[src/rtl/ecall_pkg.sv]
// rtl/ecall_pkg.sv - shared states and constants for the ecall requester and service unit
package ecall_pkg;
    typedef enum logic [2:0] {
        IDLE,
        DRAIN,
        READ,
        FIRE,
        WAIT,
        WB
    } ecall_state_e;

    localparam logic [4:0] REG_A0   = 5'd10;
    localparam int         NUM_ARGS = 8;
    localparam int         SYS_EXIT = 93;
endpackage

[src/rtl/ecall_arg_collector.sv]
// rtl/ecall_arg_collector.sv - READ-phase sequencer: walks a0..a7 through the register file and latches them
module ecall_arg_collector
    import ecall_pkg::*;
#(
    parameter int DATA_WIDTH = 64
)
(
    input  logic                                 clk,
    input  logic                                 reset,
    input  logic                                 start,
    input  logic [DATA_WIDTH-1:0]                rf_rd_data,
    output logic [4:0]                           rf_rd_addr,
    output logic [NUM_ARGS-1:0][DATA_WIDTH-1:0]  args,
    output logic                                 done
);
    logic [3:0]                          idx_q, idx_d;
    logic [NUM_ARGS-1:0][DATA_WIDTH-1:0] args_q, args_d;
    logic [2:0]                          slot;

    // start is held by the top for the whole READ phase; idx restarts at 0 whenever it drops.
    // Read data lags the address by one cycle, so idx captures into the previous slot.
    always_comb begin
        idx_d      = 4'd0;
        args_d     = args_q;
        rf_rd_addr = 5'd0;
        done       = 1'b0;
        slot       = 3'(idx_q - 4'd1);
        if (start) begin
            if (idx_q < 4'(NUM_ARGS)) begin
                rf_rd_addr = REG_A0 + 5'(idx_q);
            end
            if (idx_q != 4'd0) begin
                args_d[slot] = rf_rd_data;
            end
            if (idx_q == 4'(NUM_ARGS)) begin
                done = 1'b1;
            end else begin
                idx_d = idx_q + 4'd1;
            end
        end
    end

    always_ff @(posedge clk) begin
        if (!reset) begin
            idx_q  <= 4'd0;
            args_q <= '0;
        end else begin
            idx_q  <= idx_d;
            args_q <= args_d;
        end
    end

    assign args = args_q;
endmodule

[src/rtl/ecall_issue.sv]
// rtl/ecall_issue.sv - ECALL requester: drain stores, gather a0..a7, fire service unit, write back a0
module ecall_issue
    import ecall_pkg::*;
#(
    parameter int DATA_WIDTH  = 64,
    parameter int SVC_LATENCY = 1
)
(
    input  logic                  clk,
    input  logic                  reset,
    input  logic                  ecall_valid,
    output logic                  ecall_ready,
    output logic                  drain_req,
    input  logic                  drain_done,
    output logic [4:0]            rf_rd_addr,
    input  logic [DATA_WIDTH-1:0] rf_rd_data,
    output logic [DATA_WIDTH-1:0] svc_a0,
    output logic [DATA_WIDTH-1:0] svc_a1,
    output logic [DATA_WIDTH-1:0] svc_a2,
    output logic [DATA_WIDTH-1:0] svc_a3,
    output logic [DATA_WIDTH-1:0] svc_a4,
    output logic [DATA_WIDTH-1:0] svc_a5,
    output logic [DATA_WIDTH-1:0] svc_a6,
    output logic [DATA_WIDTH-1:0] svc_a7,
    output logic                  svc_trigger,
    input  logic [DATA_WIDTH-1:0] svc_result,
    output logic                  rf_wr_en,
    output logic [4:0]            rf_wr_addr,
    output logic [DATA_WIDTH-1:0] rf_wr_data,
    output logic                  ecall_done,
    output logic                  busy,
    output logic                  halt
);
    localparam logic [3:0] LAT = 4'(SVC_LATENCY);

    ecall_state_e                        state_q, state_d;
    logic [3:0]                          cnt_q, cnt_d;
    logic [DATA_WIDTH-1:0]               result_q, result_d;
    logic                                halt_q, halt_d;
    logic                                rd_start, rd_done;
    logic [NUM_ARGS-1:0][DATA_WIDTH-1:0] args;

    ecall_arg_collector #(.DATA_WIDTH(DATA_WIDTH)) u_args (
        .clk        (clk),
        .reset      (reset),
        .start      (rd_start),
        .rf_rd_data (rf_rd_data),
        .rf_rd_addr (rf_rd_addr),
        .args       (args),
        .done       (rd_done)
    );

    always_comb begin
        state_d     = state_q;
        cnt_d       = cnt_q;
        result_d    = result_q;
        halt_d      = halt_q;
        drain_req   = 1'b0;
        rd_start    = 1'b0;
        svc_trigger = 1'b0;
        rf_wr_en    = 1'b0;
        ecall_done  = 1'b0;
        case (state_q)
            IDLE: begin
                if (ecall_valid && !halt_q) state_d = DRAIN;
            end
            DRAIN: begin
                drain_req = 1'b1;
                if (drain_done) state_d = READ;
            end
            READ: begin
                rd_start = 1'b1;
                if (rd_done) state_d = FIRE;
            end
            FIRE: begin
                svc_trigger = 1'b1;
                cnt_d       = LAT;
                state_d     = WAIT;
            end
            WAIT: begin
                if (cnt_q == 4'd1) begin
                    result_d = svc_result;
                    state_d  = WB;
                end else begin
                    cnt_d = cnt_q - 4'd1;
                end
            end
            WB: begin
                ecall_done = 1'b1;
                // exit never returns to the program, so a0 is left untouched
                if (args[7] == DATA_WIDTH'(SYS_EXIT)) halt_d = 1'b1;
                else                                  rf_wr_en = 1'b1;
                state_d = IDLE;
            end
            default: state_d = IDLE;
        endcase
    end

    always_ff @(posedge clk) begin
        if (!reset) begin
            state_q  <= IDLE;
            cnt_q    <= 4'd0;
            result_q <= '0;
            halt_q   <= 1'b0;
        end else begin
            state_q  <= state_d;
            cnt_q    <= cnt_d;
            result_q <= result_d;
            halt_q   <= halt_d;
        end
    end

    assign ecall_ready = reset && (state_q == IDLE) && !halt_q;
    assign busy        = (state_q != IDLE);
    assign halt        = halt_q;
    assign rf_wr_addr  = rf_wr_en ? REG_A0 : 5'd0;
    assign rf_wr_data  = result_q;
    assign svc_a0      = args[0];
    assign svc_a1      = args[1];
    assign svc_a2      = args[2];
    assign svc_a3      = args[3];
    assign svc_a4      = args[4];
    assign svc_a5      = args[5];
    assign svc_a6      = args[6];
    assign svc_a7      = args[7];
endmodule

[config.mk]
export PLATFORM = sky130hd
export DESIGN_NAME = ecall_issue
export DESIGN_NICKNAME = d
export VERILOG_FILES = /design/src/rtl/ecall_pkg.sv /design/src/rtl/ecall_arg_collector.sv /design/src/rtl/ecall_issue.sv
export SDC_FILE = /design/constraint.sdc
export NUM_CORES = 1
export LEC_CHECK = 0
export CAP_MARGIN = 30
export CORE_AREA = 2 2 278 280
export CTS_BUF_LIST = sky130_fd_sc_hd__clkbuf_4
export DETAILED_ROUTE_END_ITERATION = 7
export DIE_AREA = 0 0 280 282
export GPL_TIMING_DRIVEN = 1
export HOLD_SLACK_MARGIN = 0.03
export PLACE_DENSITY = 0.51
export SYNTH_ARGS = -nofsm -noshare
export SYNTH_HDL_FRONTEND = slang
export SYNTH_SLANG_ARGS = --single-unit
[constraint.sdc]
create_clock -name clk -period 6.8 [get_ports clk]
set_clock_uncertainty 0.1 [all_clocks]
set_input_delay 1.36 -clock clk [delete_from_list [all_inputs] [get_ports clk]]
set_output_delay 1.36 -clock clk [all_outputs]
set_load 0.02 [all_outputs]
# Word-level counts from Yosys, hierarchy flattened
# Index checks and enable logic that the tools add are counted.
# totals
register_bits,588
rom_bits,0
in_bits,132
memories,0
ram_bits,0
latch_bits,0
# op_classes
magnitude_cmp,3
shift,0
n_div,0
n_reduce_logical,15
n_mul,0
add_sub_neg,4
bitwise_logic,2
muxes,21
n_eq_ne,13
# ops
operator,n
$bwmux W512,1
$demux W64 S3,1
$eq A64 B7 Y1 const B,1
$mux W64,1
$pmux W3 S5,1
$mux W3,4
$mux W5,2
$ne A2 B2 Y1 const B,5
$mux W1,8
$mux W4,2
$pmux W4 S2,1
$reduce_and A2 Y1,4
$eq A3 B2 Y1 const B,2
$eq A3 B3 Y1 const B,2
$add A4 B4 Y5 const A,1
$add A4 B1 Y4 const B,1
$eq A4 B1 Y1 const B,1
$eq A4 B4 Y1 const B,1
$logic_and A1 B1 Y1,4
$lt A3 B4 Y1 const B,1
$lt A4 B4 Y1 const B,1
$reduce_and A4 Y1,1
$reduce_bool A4 Y1,1
$sub A4 B1 Y4 const B,1
other kinds (9),10

# Logic depth before layout (Yosys ltp)
# Gate-level depths: netlist of run 1.
# depth
ltp_word,6
depth_mapped,10
ltp_nobuf,6

# By module
# A second synthesis of run 1 with hierarchy kept.
# unflattened
hier_cells,2122
hier_area_um2,21574.4
# modules_own_cells
mod,cells_each,seq_area_each_um2,area_per_inst_um2,n_inst
ecall_arg_collector,1760,10329.9,18622.9,1
ecall_issue,362,1441.4,2951.6,1

# Least setup slack after synthesis of run 1
# No wires, ideal clock.
# synth_timing
kind,input port to output port
from,in reset
to,out ecall_ready
path_slack_ns,3.295
path_stages,2
t_arrival_ns,2.045
required_time_ns,5.340
path_cell_list,nand2b_1 -> nor4_1
# synth_via
elab_chain_cells,2
# synth_rtl
element,line,text
from (decl),ecall_issue.sv:10,"input logic reset,"
$logic_and A1 B1 Y1 (2 in a row),ecall_issue.sv:113,assign ecall_ready = reset && (state_q == IDLE) && !halt_q;
to (decl),ecall_issue.sv:12,"output logic ecall_ready,"
# Every way passes these cells.

# Final worst setup path of run 1
# layout_timing
from,"reg u_args.args_q, in the netlist u_args.args[511]"
to,out rf_wr_addr[3]
# layout_via
elab_chain_cells,4
# layout_rtl
element,line,text
from (decl),ecall_arg_collector.sv:17,"logic [NUM_ARGS-1:0][DATA_WIDTH-1:0] args_q, args_d;"
from (signal assigned),ecall_arg_collector.sv:49,args_q <= args_d;
$eq A64 B7 Y1,ecall_issue.sv:91,if (args[7] == DATA_WIDTH'(SYS_EXIT)) halt_d = 1'b1;
$mux W1,ecall_issue.sv:91,
$mux W1,ecall_issue.sv:63,case (state_q)
$mux W4,ecall_issue.sv:116,assign rf_wr_addr = rf_wr_en ? REG_A0 : 5'd0;
to (decl),ecall_issue.sv:28,"output logic [4:0] rf_wr_addr,"
# Every way passes these cells.

==> flow_summary.yaml, run 1 <==
run_status:
  status: "completed"
setup_path:
  path_class: "reg -> out"
  cp.arrival_ps: 3620
  r2r_cells: 7
  timing.critical_path.cells: "nor4b_1 -> nand4_1 -> nor4_1 -> nor2_1 -> clkdlybuf4s50_1"
  worst_path_max_delay_cell: "sky130_fd_sc_hd__nor4b_1"
  timing.reg2reg.setup_slack_ps: 3520
  critical_path.max_fanout: 3
  slowest_cell_delay_on_critical_path_ps: 730
  worst_r2r_endpoint: "u_args.args[411]"
  setup.worst_path.start_class: "register"
  required_time_of_the_worst_setup_path_ps: 5340
  endpoint_kind: "output pin"
  r2r-start: "u_args.idx_q[0]"
clock_network:
  max-clock-path-buffers: 3
  postCtsHoldBufs: 0
  clock_sinks: 588
  numCtsBuffers: 169
  cts.root.buffer_cell: "sky130_fd_sc_hd__clkbuf_4"
  tritoncts_clock_tree: "yes"
  post_cts.resized_instances: 0
  worst_skew_pair.late_latency_ps: 970
  cts_htree_levels: 4
  cts_post_setup_buffers_inserted: 0
  clkSlewWorstSetupHoldPaths_ps: 60
timing:
  finalSetupTns_ps: 0
  worst_case_headroom_to_the_max_slew_limit: 0.326
  grt_setup_unrepaired: "no"
  report.final.setup_viol: 0
  timing.final.crit_share: 0.748
  report.final.slew_viol_count: 0
  worst_pin_slew_ps: 1010
  finalCriticalPeriod_ps: 5080
  finalHoldWorstSlack_ps: 351
  timing_hold_violations_final: 0
  maxClockFrequency_mhz: 197
yosys:
  synth_top_family_by_area: "simple AND/OR/NAND/NOR gates"
  post_synth_top_area_share: 0.557
  synth_xor_area_frac: 0.00284
  yosysTopAreaCell: "sky130_fd_sc_hd__dfxtp_1"
  synth-adder-area-share: 0.00296
  synth_area_leaders: "sky130_fd_sc_hd__dfxtp_1 (56%), sky130_fd_sc_hd__nand2_1 (21%), sky130_fd_sc_hd__a21oi_1 (14%), sky130_fd_sc_hd__clkbuf_1 (2.5%), sky130_fd_sc_hd__buf_4 (2.3%)"
  average_cell_area_after_synthesis_um2: 7.87
  post_synth_inst_count: 2688
  synth_compound_area_frac: 0.143
  post_synth_mux_area_share: 0.000532
  post_synth_and_or_nand_nor_area_fraction: 0.229
  synth_seq_cells: 588
  synth_cell_types: 45
  number_of_enable_type_register_cells_in_the_synthesized_netlist: 0
  fraction_of_registers_with_async_set_reset: 0
  syn-cell-area_um2: 21200
  synthesis.yosys.warnings: 0
  sequential_share_of_the_synthesized_area: 0.557
  postSynth.topFlopCell: "sky130_fd_sc_hd__dfxtp_1"
worst_hold_path:
  hold-path-endpoint: "u_args.args[103]"
  min_from: "u_args.args[103]"
  min-delay-path-class: "reg -> reg"
  worst_hold_path.num_cells: 2
flow_run:
  reported_max_cap_violation_count: 0
routing:
  drt-pass1-iter-count: 5
  remaining_drc_errors: 0
  avgRoutedWirePerCell_um: 20.8
  dr_iter_0_viols: 1329
  ant_nets: 0
  routed_wl_um: 92900
  route.vias.total: 20500
  avgViaCountPerCell: 4.59
floorplanning:
  placement_rows: 101
  initial_utilization: 0.279
  vertical_extent_of_the_die_um: 282
  floorplan.die.width_um: 280
  design.die.area_um2: 79000
  fp.coreArea_um2: 75700
  top_level_pins: 725
grt:
  grt_first_pass_wirelength_um: 132000
  groute.usage.overall: 0.225
  global_route.overflow_total: 0
  number_of_global_route_vias_before_repair: 19000
  grt_start_max_net_pins: 155
  grt_antenna_before_repair: 1
layout:
  post_route_cells_drive_above_1_share: 0.0942
  final_nets: 3492
  layout_area_growth_over_synthesis_pct: 45.9
  multi_input_area_um2: 8090
  fill_cells: 7898
  sequential_cell_area_um2: 11800
placement:
  buffer_ports.inserted: 721
  gp_congestion: 0.794
  detailedPlacementHpwl_um: 62100
pwr:
  vdd.ir_drop.worst_v: 0.000109
  leakage_nw: 10.1
  power-per-cell-area_nw_per_um2: 230
[area by class of cell]
class / count / share of cell area
Multi-Input combinational cell: 1838 / 0.262
Inverter: 9 / 0.00134
Timing Repair Buffer: 749 / 0.245
Clock buffer: 260 / 0.0633
Sequential cell: 588 / 0.381
Antenna cell: 1 / 0.0000811
Clock inverter: 37 / 0.00742
Tap cell: 978 / 0.0397
[Yosys cell counts, drive strengths merged (3+ instances only)]
cell type / count
buf: 114
ha: 5
xor2: 4
or3: 3
inv: 9
nand2b: 4
nor4b: 3
clkbuf: 141
nand2: 1157
nor2b: 5
a211oi: 6
and2: 3
nor3: 7
nor4: 16
nand3: 5
a21oi: 577
nor2: 16
nand4: 4
dfxtp: 588
[cells in the final DEF (no fill, tap or decap), types with 2 or more instances in the layout]
cell                              count
sky130_fd_sc_hd__dfxtp_1            588
sky130_fd_sc_hd__o211ai_1             2
sky130_fd_sc_hd__or3_4                2
sky130_fd_sc_hd__xor2_1               3
sky130_fd_sc_hd__inv_1                7
sky130_fd_sc_hd__a211oi_4             4
sky130_fd_sc_hd__nand2b_1             4
sky130_fd_sc_hd__xnor2_1              2
sky130_fd_sc_hd__a21oi_1            577
sky130_fd_sc_hd__clkinv_2             3
sky130_fd_sc_hd__nor3_1               3
sky130_fd_sc_hd__clkbuf_4           260
sky130_fd_sc_hd__conb_1               3
sky130_fd_sc_hd__nand3_1              3
sky130_fd_sc_hd__inv_8                2
sky130_fd_sc_hd__o21a_1               2
sky130_fd_sc_hd__nor2_1              16
sky130_fd_sc_hd__nor4_1              16
sky130_fd_sc_hd__nand2_1           1156
sky130_fd_sc_hd__nand3_4              2
sky130_fd_sc_hd__inv_6                3
sky130_fd_sc_hd__buf_12               8
sky130_fd_sc_hd__and2_1               2
sky130_fd_sc_hd__clkinvlp_4           2
sky130_fd_sc_hd__nor2b_1              5
sky130_fd_sc_hd__clkinv_1            21
sky130_fd_sc_hd__a211oi_1             2
sky130_fd_sc_hd__nor3_4               4
sky130_fd_sc_hd__nand4_1              4
sky130_fd_sc_hd__nor4b_1              2
sky130_fd_sc_hd__ha_1                 5
sky130_fd_sc_hd__buf_4               18
sky130_fd_sc_hd__clkdlybuf4s50_1    721
sky130_fd_sc_hd__nor3b_1              2
sky130_fd_sc_hd__clkinv_4             6
[how the worst max path moves through the flow]
stage,slack (ps),endpoint,cells past startpoint,startpoint
after floorplan,3290,ecall_ready,2,reset
after global placement,2330,ecall_ready,4,reset
after detailed placement,2310,ecall_ready,4,reset
after CTS,1430,rf_wr_addr[3],5,u_args.args[511]
after global routing,1510,rf_wr_addr[1],5,u_args.args[511]
final,1720,rf_wr_addr[3],5,u_args.args[511]
[metrics by stage]
step | setup slack (ps) | power, W | cells | area [µm²] | util
3_3_place_gp | 2330 | 0.00380 | 4156 | 28600 | 0.377
4_1_cts | 1430 | 0.00721 | 4458 | 30800 | 0.407
2_1_floorplan | 3290 | 0.00366 | 2690 | 21200 | -
3_5_place_dp | 2310 | 0.00380 | 4161 | 28600 | 0.378
6_report | 1720 | 0.00709 | 4460 | 30900 | 0.408
5_1_grt | 1510 | 0.00740 | 4460 | 30900 | 0.408
[logic make-up (layout without fill, tap and decap cells)]
| group | count (synthesis) | after routing |
|---|---|---|
| DFF | 588 | 588 |
| adders and majority gates | 5 | 5 |
| and+or+nand+nor | 1233 | 1233 |
| muxes | 1 | 1 |
| AOI/OAI and AO/OA | 590 | 590 |
| xor gates and xnor gates | 6 | 6 |
| other | 1 | 4 |
| buffers and inverters | 264 | 1055 |
[registers in the layout, summed over array words and instances, names as in the netlist]
name / count
u_args.args: 512
rf_wr_data: 64
cnt_q: 4
u_args.idx_q: 4
state_q: 3
halt: 1
[where the power goes]
part	switching, W	internal, W	leakage (nW)
sequential	0.00000579	0.00345	4.73
clock	0.00159	0.00178	1.30
combinational	0.000173	0.0000946	4.11
total	0.00177	0.00532	10.1
[worst max-delay path: cells and delay by family, from the launching register on]
family        cells  cell delay (ps)
flops             1              320
buf+inv           1              590
simple gates      4             1750
[per-layer routing]
metal	up-vias	track usage	routed length, µm
met5	-	0	0
met4	0	0.0847	2700
met3	147	0.0732	6660
met2	648	0.370	44800
met1	9647	0.273	38700
li1	10000	-	-
Note: power is estimated with default switching activity, not from simulation.
==> run 2, diff against run 1 <==
Settings changed: PLACE_DENSITY 0.51 to 0.53.
Clock period 6.8 ns to 4.6 ns, I/O delays scaled along.
==> run 2 against run 1 <==
Against the previous run: sequential share of layout area grew 0.21 points; sequential power grew 48%; non-clock buffer count grew 6; combinational power grew 49%; die area is the same; clock power grew 36%; routed wire length shrank 0.55%; largest power group unchanged.
==> flow_summary.yaml, run 2 (synthesized netlist as in run 1, its figures left out) <==
run_status:
  status: "completed"
floorplanning:
  placement_rows: 101
  vertical_extent_of_the_die_um: 282
  fp.coreArea_um2: 75700
  initial_utilization: 0.279
  floorplan.die.width_um: 280
  top_level_pins: 725
  design.die.area_um2: 79000
timing:
  worst_case_headroom_to_the_max_slew_limit: 0.330
  grt_setup_unrepaired: "no"
  finalSetupTns_ps: 0
  finalCriticalPeriod_ps: 4190
  report.final.slew_viol_count: 0
  maxClockFrequency_mhz: 239
  report.final.setup_viol: 0
  timing.final.crit_share: 0.911
  worst_pin_slew_ps: 1010
  timing_hold_violations_final: 0
layout:
  post_route_cells_drive_above_1_share: 0.0895
  layout_area_growth_over_synthesis_pct: 45.1
  final_nets: 3495
  mostFrequentLayoutCell: "sky130_fd_sc_hd__nand2_1"
  fill_cells: 7864
  most-common-layout-cells: "sky130_fd_sc_hd__nand2_1 (1156), sky130_fd_sc_hd__clkdlybuf4s50_1 (721), sky130_fd_sc_hd__dfxtp_1 (588)"
  largest_register_ff_count: 512
grt:
  grt_antenna_before_repair: 4
  grt_start_max_net_pins: 92
  global_route.overflow_total: 0
  groute.usage.overall: 0.225
  number_of_global_route_vias_before_repair: 19200
  grt_first_pass_wirelength_um: 132000
pwr:
  power.combinational.fraction: 0.039
  internal_power_w: 0.00756
  switching_power_total_w: 0.00254
  post-layout-total-power_w: 0.0101
  pwr-share-clk: 0.455
  seqPwrFrac: 0.505
  leakage_nw: 10.0
  vdd.ir_drop.worst_v: 0.000223
  power-per-cell-area_nw_per_um2: 329
  switching_share: 0.251
clock_network:
  clock_sinks: 588
  worst_skew_pair.late_latency_ps: 980
  postCtsHoldBufs: 0
  clkSlewWorstSetupHoldPaths_ps: 70
  cts_post_setup_buffers_inserted: 0
  cts_htree_levels: 4
  max-clock-path-buffers: 3
  numCtsBuffers: 166
  cts.root.buffer_cell: "sky130_fd_sc_hd__clkbuf_4"
  tritoncts_clock_tree: "yes"
  post_cts.resized_instances: 2
routing:
  dr_iter_0_viols: 1311
  route.vias.total: 20500
  avgRoutedWirePerCell_um: 20.8
  remaining_drc_errors: 0
  drt-pass1-iter-count: 7
  ant_nets: 0
  avgViaCountPerCell: 4.62
  routed_wl_um: 92400
placement:
  buffer_ports.inserted: 721
  detailedPlacementHpwl_um: 61700
  gp_congestion: 0.835
setup_path:
  timing.critical_path.cells: "nor4_1 -> nand4_1 -> nor4_2 -> buf_4 -> nor2_1 -> clkdlybuf4s50_1"
  worst_path_max_delay_cell: "sky130_fd_sc_hd__clkdlybuf4s50_1"
  path_class: "reg -> out"
  setup.worst_path.start_class: "register"
  critical_path.max_fanout: 3
  cp.arrival_ps: 3170
  endpoint_kind: "output pin"
  required_time_of_the_worst_setup_path_ps: 3580
  slowest_cell_delay_on_critical_path_ps: 570
flow_run:
  reported_max_cap_violation_count: 0
worst_hold_path:
  min-delay-path-class: "reg -> reg"
-- run 2: metrics by stage --
stage / hold slack (ps) / cell area [µm²] / cells / utilization / setup WS, ps
after floorplan: 372 / 21200 / 2690 / - / 1970
after global placement: 340 / 28700 / 4165 / 0.379 / 929
after detailed placement: 345 / 28700 / 4168 / 0.380 / 920
after CTS: 230 / 30700 / 4429 / 0.405 / 143
after global routing: 265 / 30700 / 4433 / 0.405 / 75.5
final: 351 / 30700 / 4433 / 0.405 / 411
-- run 2: cell type report --
type,count,area [µm²],share of cell area
timing repair buffer,755,7620,0.248
clock inverter,27,170,0.00554
clock buffer,234,1760,0.0572
inverter,9,41.3,0.00135
sequential,588,11800,0.384
antenna,4,10.0,0.000326
tap,978,1220,0.0399
multi-input combinational,1838,8090,0.264
-- run 2: layer usage --
metal | GRT usage | wire length [µm] | part of all wire
met3 | 0.0719 | 6950 | 0.075
met4 | 0.0902 | 2980 | 0.032
met2 | 0.370 | 44400 | 0.48
met5 | 0 | 0 | 0
met1 | 0.272 | 38100 | 0.41
-- run 2: worst paths after layout --
| kind | start | to | slack [ps] | cells past startpoint |
|---|---|---|---|---|
| worst max-delay path | u_args.args[475] | rf_wr_addr[3] | 410 | 6 |
| worst min-delay path | u_args.args[22] | u_args.args[22] | 350 | 2 |
| worst max register to register | u_args.idx_q[0] | u_args.args[3] | 1540 | 7 |
| worst min register to register | u_args.args[22] | u_args.args[22] | 350 | 2 |
-- run 2: worst max-delay path: cells and delay by family, from the launching register on --
family | cells | cell delay [ps]
AND/OR/NAND/NOR | 4 | 1130
buffers and inverters | 2 | 750
flip-flops | 1 | 330
-- run 2: power by group through the flow --
stage	Sequential [W]	Combinational, W	Clock, W
after floorplan	0.00521	0.000198	0
after CTS	0.00510	0.000403	0.00479
after detailed placement	0.00522	0.000402	0
after global placement	0.00522	0.000404	0
after global routing	0.00510	0.000421	0.00504
final	0.00511	0.000399	0.00460
==> run 3, diff against run 2 <==
Settings changed: CTS_CLUSTER_DIAMETER set to 150.
==> results of run 3 <==
The final DEF is identical to that of run 2; final timing and power are the same.
